$ cat src/rtl/instr_issue_queue_pkg.sv
// Shared decode constants and the issue-class type used by the issue queue
// and the ID stage.
package instr_issue_queue_pkg;

    typedef enum logic [1:0] {
        CLS_ALU    = 2'd0,
        CLS_BRANCH = 2'd1,
        CLS_SOLO   = 2'd2
    } instr_class_t;

    // Primary opcodes (instr[31:26])
    localparam logic [5:0] OP_SPECIAL  = 6'h00;
    localparam logic [5:0] OP_REGIMM   = 6'h01;
    localparam logic [5:0] OP_J        = 6'h02;
    localparam logic [5:0] OP_JAL      = 6'h03;
    localparam logic [5:0] OP_BEQ      = 6'h04;
    localparam logic [5:0] OP_BNE      = 6'h05;
    localparam logic [5:0] OP_BLEZ     = 6'h06;
    localparam logic [5:0] OP_BGTZ     = 6'h07;
    localparam logic [5:0] OP_ADDI     = 6'h08;
    localparam logic [5:0] OP_ADDIU    = 6'h09;
    localparam logic [5:0] OP_SLTI     = 6'h0a;
    localparam logic [5:0] OP_SLTIU    = 6'h0b;
    localparam logic [5:0] OP_ANDI     = 6'h0c;
    localparam logic [5:0] OP_ORI      = 6'h0d;
    localparam logic [5:0] OP_XORI     = 6'h0e;
    localparam logic [5:0] OP_LUI      = 6'h0f;
    localparam logic [5:0] OP_COP0     = 6'h10;
    localparam logic [5:0] OP_SPECIAL2 = 6'h1c;
    localparam logic [5:0] OP_SPECIAL3 = 6'h1f;
    localparam logic [5:0] OP_LB       = 6'h20;
    localparam logic [5:0] OP_LH       = 6'h21;
    localparam logic [5:0] OP_LWL      = 6'h22;
    localparam logic [5:0] OP_LW       = 6'h23;
    localparam logic [5:0] OP_LBU      = 6'h24;
    localparam logic [5:0] OP_LHU      = 6'h25;
    localparam logic [5:0] OP_LWR      = 6'h26;
    localparam logic [5:0] OP_SB       = 6'h28;
    localparam logic [5:0] OP_SH       = 6'h29;
    localparam logic [5:0] OP_SWL      = 6'h2a;
    localparam logic [5:0] OP_SW       = 6'h2b;
    localparam logic [5:0] OP_SWR      = 6'h2e;
    localparam logic [5:0] OP_CACHE    = 6'h2f;
    localparam logic [5:0] OP_LL       = 6'h30;
    localparam logic [5:0] OP_SC       = 6'h38;

    // SPECIAL function codes (instr[5:0])
    localparam logic [5:0] FN_SLL     = 6'h00;
    localparam logic [5:0] FN_SRL     = 6'h02;
    localparam logic [5:0] FN_SRA     = 6'h03;
    localparam logic [5:0] FN_SLLV    = 6'h04;
    localparam logic [5:0] FN_SRLV    = 6'h06;
    localparam logic [5:0] FN_SRAV    = 6'h07;
    localparam logic [5:0] FN_JR      = 6'h08;
    localparam logic [5:0] FN_JALR    = 6'h09;
    localparam logic [5:0] FN_MOVZ    = 6'h0a;
    localparam logic [5:0] FN_MOVN    = 6'h0b;
    localparam logic [5:0] FN_SYSCALL = 6'h0c;
    localparam logic [5:0] FN_BREAK   = 6'h0d;
    localparam logic [5:0] FN_SYNC    = 6'h0f;
    localparam logic [5:0] FN_MFHI    = 6'h10;
    localparam logic [5:0] FN_MTHI    = 6'h11;
    localparam logic [5:0] FN_MFLO    = 6'h12;
    localparam logic [5:0] FN_MTLO    = 6'h13;
    localparam logic [5:0] FN_MULT    = 6'h18;
    localparam logic [5:0] FN_MULTU   = 6'h19;
    localparam logic [5:0] FN_DIV     = 6'h1a;
    localparam logic [5:0] FN_DIVU    = 6'h1b;
    localparam logic [5:0] FN_ADD     = 6'h20;
    localparam logic [5:0] FN_ADDU    = 6'h21;
    localparam logic [5:0] FN_SUB     = 6'h22;
    localparam logic [5:0] FN_SUBU    = 6'h23;
    localparam logic [5:0] FN_AND     = 6'h24;
    localparam logic [5:0] FN_OR      = 6'h25;
    localparam logic [5:0] FN_XOR     = 6'h26;
    localparam logic [5:0] FN_NOR     = 6'h27;
    localparam logic [5:0] FN_SLT     = 6'h2a;
    localparam logic [5:0] FN_SLTU    = 6'h2b;

endpackage

$ cat src/rtl/instr_issue_queue_predecode.sv
// Combinational issue-class predecoder: one instance per issue slot.
module instr_predecode
    import instr_issue_queue_pkg::*;
(
    input  logic [31:0]  instr_i,
    output instr_class_t cls_o
);

    logic [5:0] op;
    logic [5:0] fn;
    logic       unused_fields;

    assign op            = instr_i[31:26];
    assign fn            = instr_i[5:0];
    assign unused_fields = ^instr_i[25:6];

    always_comb begin
        cls_o = CLS_SOLO;
        case (op)
            OP_SPECIAL: begin
                case (fn)
                    FN_JR, FN_JALR:
                        cls_o = CLS_BRANCH;
                    FN_SLL, FN_SRL, FN_SRA, FN_SLLV, FN_SRLV, FN_SRAV,
                    FN_MOVZ, FN_MOVN, FN_MFHI, FN_MFLO,
                    FN_ADD, FN_ADDU, FN_SUB, FN_SUBU, FN_AND, FN_OR,
                    FN_XOR, FN_NOR, FN_SLT, FN_SLTU:
                        cls_o = CLS_ALU;
                    default:
                        cls_o = CLS_SOLO;
                endcase
            end
            OP_REGIMM, OP_J, OP_JAL, OP_BEQ, OP_BNE, OP_BLEZ, OP_BGTZ:
                cls_o = CLS_BRANCH;
            OP_ADDI, OP_ADDIU, OP_SLTI, OP_SLTIU, OP_ANDI, OP_ORI, OP_XORI,
            OP_LUI, OP_LB, OP_LH, OP_LWL, OP_LW, OP_LBU, OP_LHU, OP_LWR,
            OP_SB, OP_SH, OP_SWL, OP_SW, OP_SWR, OP_LL, OP_SC:
                cls_o = CLS_ALU;
            // COP0, SPECIAL2/3, CACHE and unknown opcodes all serialize
            default:
                cls_o = CLS_SOLO;
        endcase
    end

endmodule

$ cat src/rtl/instr_issue_queue.sv
// Circular instruction issue queue: multi-lane fetch in, dual/single issue
// out with branch/delay-slot pairing and serializing-instruction handling.
module instr_issue_queue
    import instr_issue_queue_pkg::*;
#(
    parameter int DEPTH   = 8,
    parameter int FETCH_W = 2,
    parameter int ISSUE_W = 2
) (
    input  logic                      clk,
    input  logic                      resetn,
    input  logic                      flush_i,
    input  logic [FETCH_W-1:0]        in_valid_i,
    input  logic [FETCH_W*32-1:0]     in_instr_i,
    input  logic [FETCH_W*32-1:0]     in_pc_i,
    output logic                      in_ready_o,
    output logic [ISSUE_W-1:0]        out_valid_o,
    output logic [ISSUE_W*32-1:0]     out_instr_o,
    output logic [ISSUE_W*32-1:0]     out_pc_o,
    input  logic                      out_ready_i,
    output logic [$clog2(DEPTH):0]    count_o
);

    localparam int PW = $clog2(DEPTH);
    localparam int CW = PW + 1;
    localparam logic [CW-1:0] DEPTH_C = CW'(DEPTH);
    localparam logic [CW-1:0] FETCH_C = CW'(FETCH_W);

    logic [31:0]   instr_mem_q [DEPTH];
    logic [31:0]   pc_mem_q    [DEPTH];
    logic [PW-1:0] head_q, head_d;
    logic [PW-1:0] tail_q, tail_d;
    logic [CW-1:0] count_q, count_d;
    logic [CW-1:0] push_cnt, pop_cnt;
    logic          push_en;

    instr_class_t  slot_cls [ISSUE_W];
    logic [PW-1:0] slot_idx [ISSUE_W];

    assign in_ready_o = (DEPTH_C - count_q) >= FETCH_C;
    assign push_en    = in_ready_o && !flush_i;
    assign count_o    = count_q;

    for (genvar s = 0; s < ISSUE_W; s++) begin : g_slot
        assign slot_idx[s] = head_q + PW'(s);
        instr_predecode u_predecode (
            .instr_i (instr_mem_q[slot_idx[s]]),
            .cls_o   (slot_cls[s])
        );
        assign out_instr_o[s*32 +: 32] = instr_mem_q[slot_idx[s]];
        assign out_pc_o[s*32 +: 32]    = pc_mem_q[slot_idx[s]];
    end

    if (ISSUE_W == 1) begin : g_single
        logic unused_cls;
        assign unused_cls  = ^slot_cls[0];
        assign out_valid_o = (count_q != '0);
    end else begin : g_dual
        logic two_q;
        assign two_q = count_q >= CW'(2);
        always_comb begin
            out_valid_o = 2'b00;
            // A branch never leaves without its delay slot beside it
            if (slot_cls[0] == CLS_BRANCH) begin
                out_valid_o = {two_q, two_q};
            end else if (count_q != '0) begin
                out_valid_o[0] = 1'b1;
                out_valid_o[1] = two_q && (slot_cls[0] != CLS_SOLO)
                                 && (slot_cls[1] == CLS_ALU);
            end
        end
    end

    always_comb begin
        push_cnt = '0;
        pop_cnt  = '0;
        if (push_en) begin
            for (int l = 0; l < FETCH_W; l++) begin
                push_cnt = push_cnt + CW'(in_valid_i[l]);
            end
        end
        if (out_ready_i) begin
            for (int s = 0; s < ISSUE_W; s++) begin
                pop_cnt = pop_cnt + CW'(out_valid_o[s]);
            end
        end
        if (flush_i) begin
            head_d  = '0;
            tail_d  = '0;
            count_d = '0;
        end else begin
            head_d  = head_q + pop_cnt[PW-1:0];
            tail_d  = tail_q + push_cnt[PW-1:0];
            count_d = count_q + push_cnt - pop_cnt;
        end
    end

    always_ff @(posedge clk or negedge resetn) begin
        if (!resetn) begin
            head_q  <= '0;
            tail_q  <= '0;
            count_q <= '0;
        end else begin
            head_q  <= head_d;
            tail_q  <= tail_d;
            count_q <= count_d;
        end
    end

    // Storage is data only; occupancy alone decides what is live
    always_ff @(posedge clk) begin
        if (push_en) begin
            for (int l = 0; l < FETCH_W; l++) begin
                if (in_valid_i[l]) begin
                    instr_mem_q[tail_q + PW'(l)] <= in_instr_i[l*32 +: 32];
                    pc_mem_q[tail_q + PW'(l)]    <= in_pc_i[l*32 +: 32];
                end
            end
        end
    end

endmodule

$ cat config.mk
export PLATFORM = sky130hd
export DESIGN_NAME = instr_issue_queue
export DESIGN_NICKNAME = d
export VERILOG_FILES = /design/src/rtl/instr_issue_queue_pkg.sv /design/src/rtl/instr_issue_queue_predecode.sv /design/src/rtl/instr_issue_queue.sv
export SDC_FILE = /design/constraint.sdc
export NUM_CORES = 1
export LEC_CHECK = 0
export ABC_AREA = 0
export CORE_ASPECT_RATIO = 0.5
export CORE_MARGIN = 3
export CORE_UTILIZATION = 50
export CTS_CLUSTER_DIAMETER = 150
export DETAILED_ROUTE_END_ITERATION = 7
export PLACE_DENSITY = 0.72
export SETUP_SLACK_MARGIN = 0.05
export SYNTH_ARGS = -nofsm -noshare
export SYNTH_HDL_FRONTEND = slang
export SYNTH_SLANG_ARGS = --single-unit
$ cat constraint.sdc
create_clock -name clk -period 8.35 [get_ports clk]
set_input_delay 0.835 -clock clk [delete_from_list [all_inputs] [get_ports clk]]
set_output_delay 0.835 -clock clk [all_outputs]
set_load 0.005 [all_outputs]
# --- Word-level counts from Yosys, hierarchy flattened ---
# Memories as Yosys holds them, arrays and structs flattened.
# Index checks and enable logic that the tools add are counted.
word_totals:
  in_bits: 134
  word_cells: 105
  ram_bits: 512
  romBits: 256
  memories: 4
  reg_bits: 10
  out_inout_bits: 135
op_classes:
  muxes: 15
  magnitude_cmp: 2
  addsub: 9
  n_eq_ne: 60
  reduce_logical: 12
memory_table:
  columns: ["name", "depth", "width", "read_ports", "rd_clocked_by_memory_dff", "wr", "line_no", "source"]
  rows:
  - ["instr_mem_q", 8, 32, 2, 0, 2, "instr_issue_queue.sv:29", "logic [31:0] instr_mem_q [DEPTH];"]
  - ["pc_mem_q", 8, 32, 2, 0, 2, "instr_issue_queue.sv:30", "logic [31:0] pc_mem_q [DEPTH];"]
  - ["(name not given)", 64, 2, 1, 0, 0, "instr_issue_queue_predecode.sv:21", "case (fn)"]
  - ["(name not given)", 64, 2, 1, 0, 0, "instr_issue_queue_predecode.sv:21", null]
op_table:
  columns: ["cell", "count"]
  rows:
  - ["equality test 6 bit (second input constant)", 28]
  - ["equality test 6 x 4 -> 1 bit (second input constant)", 16]
  - ["equality test 6 x 3 -> 1 bit (second input constant)", 8]
  - ["OR reduction 22 bit", 2]
  - ["equality test 6 x 2 -> 1 bit (second input constant)", 4]
  - ["OR reduction 7 bit", 2]
  - ["equality test 6 x 1 -> 1 bit (second input constant)", 2]
  - ["logical NOT 6 bit", 2]
  - ["case mux 2 bit (3 select lines)", 2]
  - ["greater-or-equal comparator 4 x 2 -> 1 bit (second input constant)", 2]
  - ["2-to-1 mux 2 bit", 4]
  - ["adder 3 x 1 -> 3 bit (second input constant)", 2]
  - ["adder 3 bit", 2]
  - ["2-to-1 mux 1 bit", 6]
  - ["2-to-1 mux 3 bit", 2]
  - ["adder 1 x 1 -> 2 bit", 2]
  - ["adder 4 bit", 1]
  - ["2-to-1 mux 4 bit", 1]
  - ["nonzero test 4 bit", 1]
  - ["subtractor 4 bit", 1]
  - ["subtractor 4 bit (first input constant)", 1]
  - ["logical AND 1 bit", 3]
  - ["equality test 2 x 1 -> 1 bit (second input constant)", 1]
  - ["logical NOT 2 bit", 1]
  - ["other kinds (2)", 2]

# --- Logic depth before layout (Yosys ltp) ---
# An unclocked memory read counts as a cell.
depth:
  depth_word: 13
  ltp_mapped: 21
  depth_no_buf: 18

# --- Modules after synthesis ---
# Synthesis repeated with hierarchy kept, for this count alone.
unflattened:
  cells_unflattened: 1690
  hier_area_um2: 30197.7
by_module_without_submodules:
  columns: ["mod", "seq_area_each_um2", "area_per_inst_um2", "instances", "cells_each"]
  rows:
  - ["instr_issue_queue", 15625.0, 29950.0, 1, 1650]
  - ["instr_predecode", 0.0, 123.9, 2, 20]

# --- Worst setup path before layout ---
# Ideal clock, no wire load.
synth_path:
  path_kind: "reg-to-reg"
  start: "reg count_q[1], in the netlist count_o[1]"
  end: "mem instr_mem_q[0][0] (enable)"
  stages_incl_launch_ff: 9
  synth_period_minus_slack_ps: 6807
  setup_slack_ps: 1543
  path_buffers: 0
  t_arrival_ps: 6225
  setup_ps: 581
  required_time_ps: 7769
  path_cell_list: "dfrtp_1 > inv_1 > ha_1 > nor2b_1 > a31oi_1 > nor3_1 > nor2_1 > nand3b_1 > o31ai_1"
synth_rtl:
  columns: ["item", "line_no", "source"]
  rows:
  - ["start: declaration", "instr_issue_queue.sv:33", "logic [CW-1:0] count_q, count_d;"]
  - ["start signal: assignment", "instr_issue_queue.sv:106", "count_q <= count_d;"]
  - ["end: declaration", "instr_issue_queue.sv:29", null]

# --- Final worst setup path ---
layout_path:
  start: "reg head_q[1]"
  end: "out out_valid_o[1]"
layout_between:
  elab_chain_len: 9
  word_cells_on_any_way: 77
  cone_classes: "1 x add/sub; 60 x eq/ne; 4 x mux; 9 x reduce/logical; 3 x memory"
layout_lines:
  columns: ["item", "line_no", "source"]
  rows:
  - ["start: declaration", "instr_issue_queue.sv:31", "logic [PW-1:0] head_q, head_d;"]
  - ["start signal: assignment", "instr_issue_queue.sv:100", "head_q <= '0;"]
  - ["start signal: assignment", "instr_issue_queue.sv:104", "head_q <= head_d;"]
  - ["adder 3 x 1 -> 3 bit / memory read (8 x 32 bit) (equally long branches)", null, null]
  - ["memory read (8 x 32 bit) *", null, null]
  - ["branches (longest 6 deep; another with memory read (64 x 2 bit))", null, null]
  - ["2-to-1 mux 2 bit *", "instr_issue_queue.sv:64", "if (slot_cls[0] == CLS_BRANCH) begin"]
  - ["end: declaration", "instr_issue_queue.sv:17", "output logic [ISSUE_W-1:0] out_valid_o,"]
# Every way passes the cells marked *.

==> results.yml <==
run_status:
  outcome: "finished, final reports clean"
pwr:
  max-vdd-ir-drop_mv: 0.189
  p_leak_nw: 11.5
  switchingPower_mw: 3.26
  power_frac_comb_pct: 43.6
  internal_power_mw: 7.01
  power_mw: 10.3
  power.density_nw_per_um2: 290
  clock_power_share_pct: 23.4
  swShare_pct: 31.7
  seq_power_share_pct: 33.0
timing:
  final_max_slew_viol_count: 0
  tns_ps: 0
  max_clock_freq_mhz: 160
  layout_min_cycle_time_ps: 6260
  setup_slack_ps: 2090
  rsz0062_at_grt: "false"
  worst_slew_pin_slew_ps: 1220
  min_period_over_period_pct: 75.0
  finalClockSkew_ps: 16.6
  slew_headroom_pct: 17.7
  setup_viol: 0
  finalHoldViolCount: 0
drt:
  wl_per_cell_um: 28.4
  drt_pass1_iterations: 5
  routed_via_density: 6.29
  wirelength_mm: 83.7
  drt_iter0_drc: 1846
  route.detailed.drc: 0
  via_count: 18500
  drtAntennaViolNets: 0
synthesis:
  synth-edff-count: 512
  ys_seq_area_share_pct: 51.7
  synthCells: 1860
  ys.flop_type: "edfxtp_1"
  synth_cell_types: 53
  synth-seq-cells: 522
  syn_area_um2: 30200
  async_flop_share_pct: 1.92
  yosys_warnings: 0
  syn_avg_cell_area_um2: 16.3
  syn-num-nets: 2012
clocking:
  ctsHtreeMaxLevel: 2
  cts_resized: 0
  cts.clk_slew.worst_paths_ps: 70
  cts_root_buf: "clkbuf_16"
  clk-insertion-delay-late_ps: 580
  cts.sinks: 522
  cts_buffers: 51
  clockBufferDepth: 3
  cts_tree: "yes"
  cts_hold_buf: 0
  post_cts.repair.setup_buffers: 0
layout:
  fillers: 4470
  design_area_um2: 35500
  drive_above_1_share_pct: 43.8
  nets: 2235
  layout_commonest_cell: "mux2_2"
  areaGrowthSynthToFinish_pct: 17.4
  final_cell_mix: "mux2_2, edfxtp_1, clkdlybuf4s50_1, mux4_2, nand2_1"
  fin_cells: 2942
die:
  dieHeight_um: 180
  dieWidth_um: 354
  num_io_pins: 269
  dieArea_um2: 63600
  core-area_um2: 59500
  initial_core_util_pct: 50.8
  row_count: 63
placement:
  dp_cells: 2842
  place_ws_ps: 2250
  io_buffers: 268
  dpl.hpwl_mm: 47.6
  place_congestion: 0.866
  dpl_cell_area_um2: 33800
worst_setup_path:
  endpoint_kind: "primary output"
  worstSetupStartpointType: "flop"
  cp.required_ps: 7520
  crit_type: "flop to primary output"
  critPathArrivalTime_ps: 5430
  crit_fanout: 52
global_route:
  grt_antenna_before_repair: 9
  grt_start_max_net_pins: 68
  track_usage_pct: 26.1
  overflow: 0
  grt_pass1_vias: 19900
  grt_pass1_wl_mm: 126
hold_path:
  worst_hold_path_type: "input pin to async pin"
job:
  maxCapViolCount: 0
==> path summary, 6_finish.rpt <==
path | start | end | slack [ps] | depth (start not counted)
setup reg to reg | head_q[1] | count_o[2] | 2330 | 16
min in group clk | tail_q[2] | tail_q[2] | 670 | 2
max in group asynchronous | resetn | head_q[0] | 7360 | 1
hold / removal | resetn | head_q[1] | 600 | 1
hold reg to reg | tail_q[2] | tail_q[2] | 670 | 2
setup / recovery | head_q[1] | out_valid_o[1] | 2090 | 9
==> Yosys cell counts, types with 4 or more instances <==
cell type	n	area (um^2)
inv_1	22	82.6
o21ai_0	9	45.0
o22ai_1	9	56.3
buf_2	72	360
edfxtp_1	512	15400
nand2b_1	4	25.0
xnor2_1	5	43.8
nor2b_1	7	43.8
a32o_1	4	40.0
nand2_1	191	717
ha_1	14	175
clkbuf_1	44	165
and3_1	4	25.0
nand3_1	5	25.0
and2_1	4	25.0
a32oi_1	4	35.0
mux2_2	568	6400
dfrtp_1	10	250
o221ai_1	4	35.0
o31ai_1	4	30.0
a21oi_1	7	35.0
fa_1	4	80.1
nor2_1	23	86.3
nor3_1	7	35.0
buf_1	12	45.0
mux2i_1	35	350
mux4_2	234	5270
mux2_1	6	67.6
==> critical path: stages, from the launching register on <==
cell and delay (ps):
dfrtp_4 1070, ha_4 810, buf_4 600, nand2_1 160, o221ai_1 370, nand2_1 200
a2111oi_2 360, a211oi_1 100, o31ai_1 480, clkdlybuf4s50_1 630
==> metal layers <==
layer | share of wire [%] | global-route usage, %
met1 | 40 | 34.5
met2 | 51 | 45.2
met3 | 5.9 | 3.64
met4 | 2.5 | 8.07
met5 | 0 | 0
==> metrics by stage <==
| stage | hold WS [ps] | util [%] |
|---|---|---|
| 2_1_floorplan | 539 | - |
| 3_3_place_gp | 641 | 56.8 |
| 3_5_place_dp | 653 | 56.8 |
| 4_1_cts | 581 | 59.6 |
| 5_1_grt | 606 | 59.6 |
| 6_report | 597 | 59.6 |
==> state kept, by name, indices dropped and copies added (netlist names) <==
name / cells
count_o: 4
head_q: 3
instr_mem_q: 256
pc_mem_q: 256
tail_q: 3
==> cell families after synthesis <==
family	after synthesis	synth area share (%)
AND/OR/NAND/NOR	253	3.44
multiplexers	843	40.0
flip-flops	522	51.7
adder cells (fa/ha/maj)	18	0.844
XOR/XNOR	8	0.257
buffers and inverters	156	2.32
AO/OA/AOI/OAI	60	1.47
==> power by group through the flow <==
| stage | Combinational [mW] | Clock (mW) | Sequential, mW |
|---|---|---|---|
| 6_report | 4.48 | 2.41 | 3.39 |
| 5_1_grt | 4.78 | 2.53 | 3.42 |
| 3_3_place_gp | 4.48 | 0 | 3.44 |
| 2_1_floorplan | 2.74 | 0 | 3.33 |
| 3_5_place_dp | 4.51 | 0 | 3.45 |
| 4_1_cts | 4.53 | 2.43 | 3.39 |
==> final cells by class <==
cell class	instances	area, um^2	area share, %
Clock inverter	22	280	0.790
Sequential cell	522	15600	44.1
Tap cell	812	1020	2.86
Timing Repair Buffer	303	2960	8.33
Antenna cell	10	25.0	0.0705
Inverter	23	86.3	0.243
Clock buffer	68	1410	3.98
Multi-Input combinational cell	1182	14100	39.7
(Power assumes the default switching activity.)
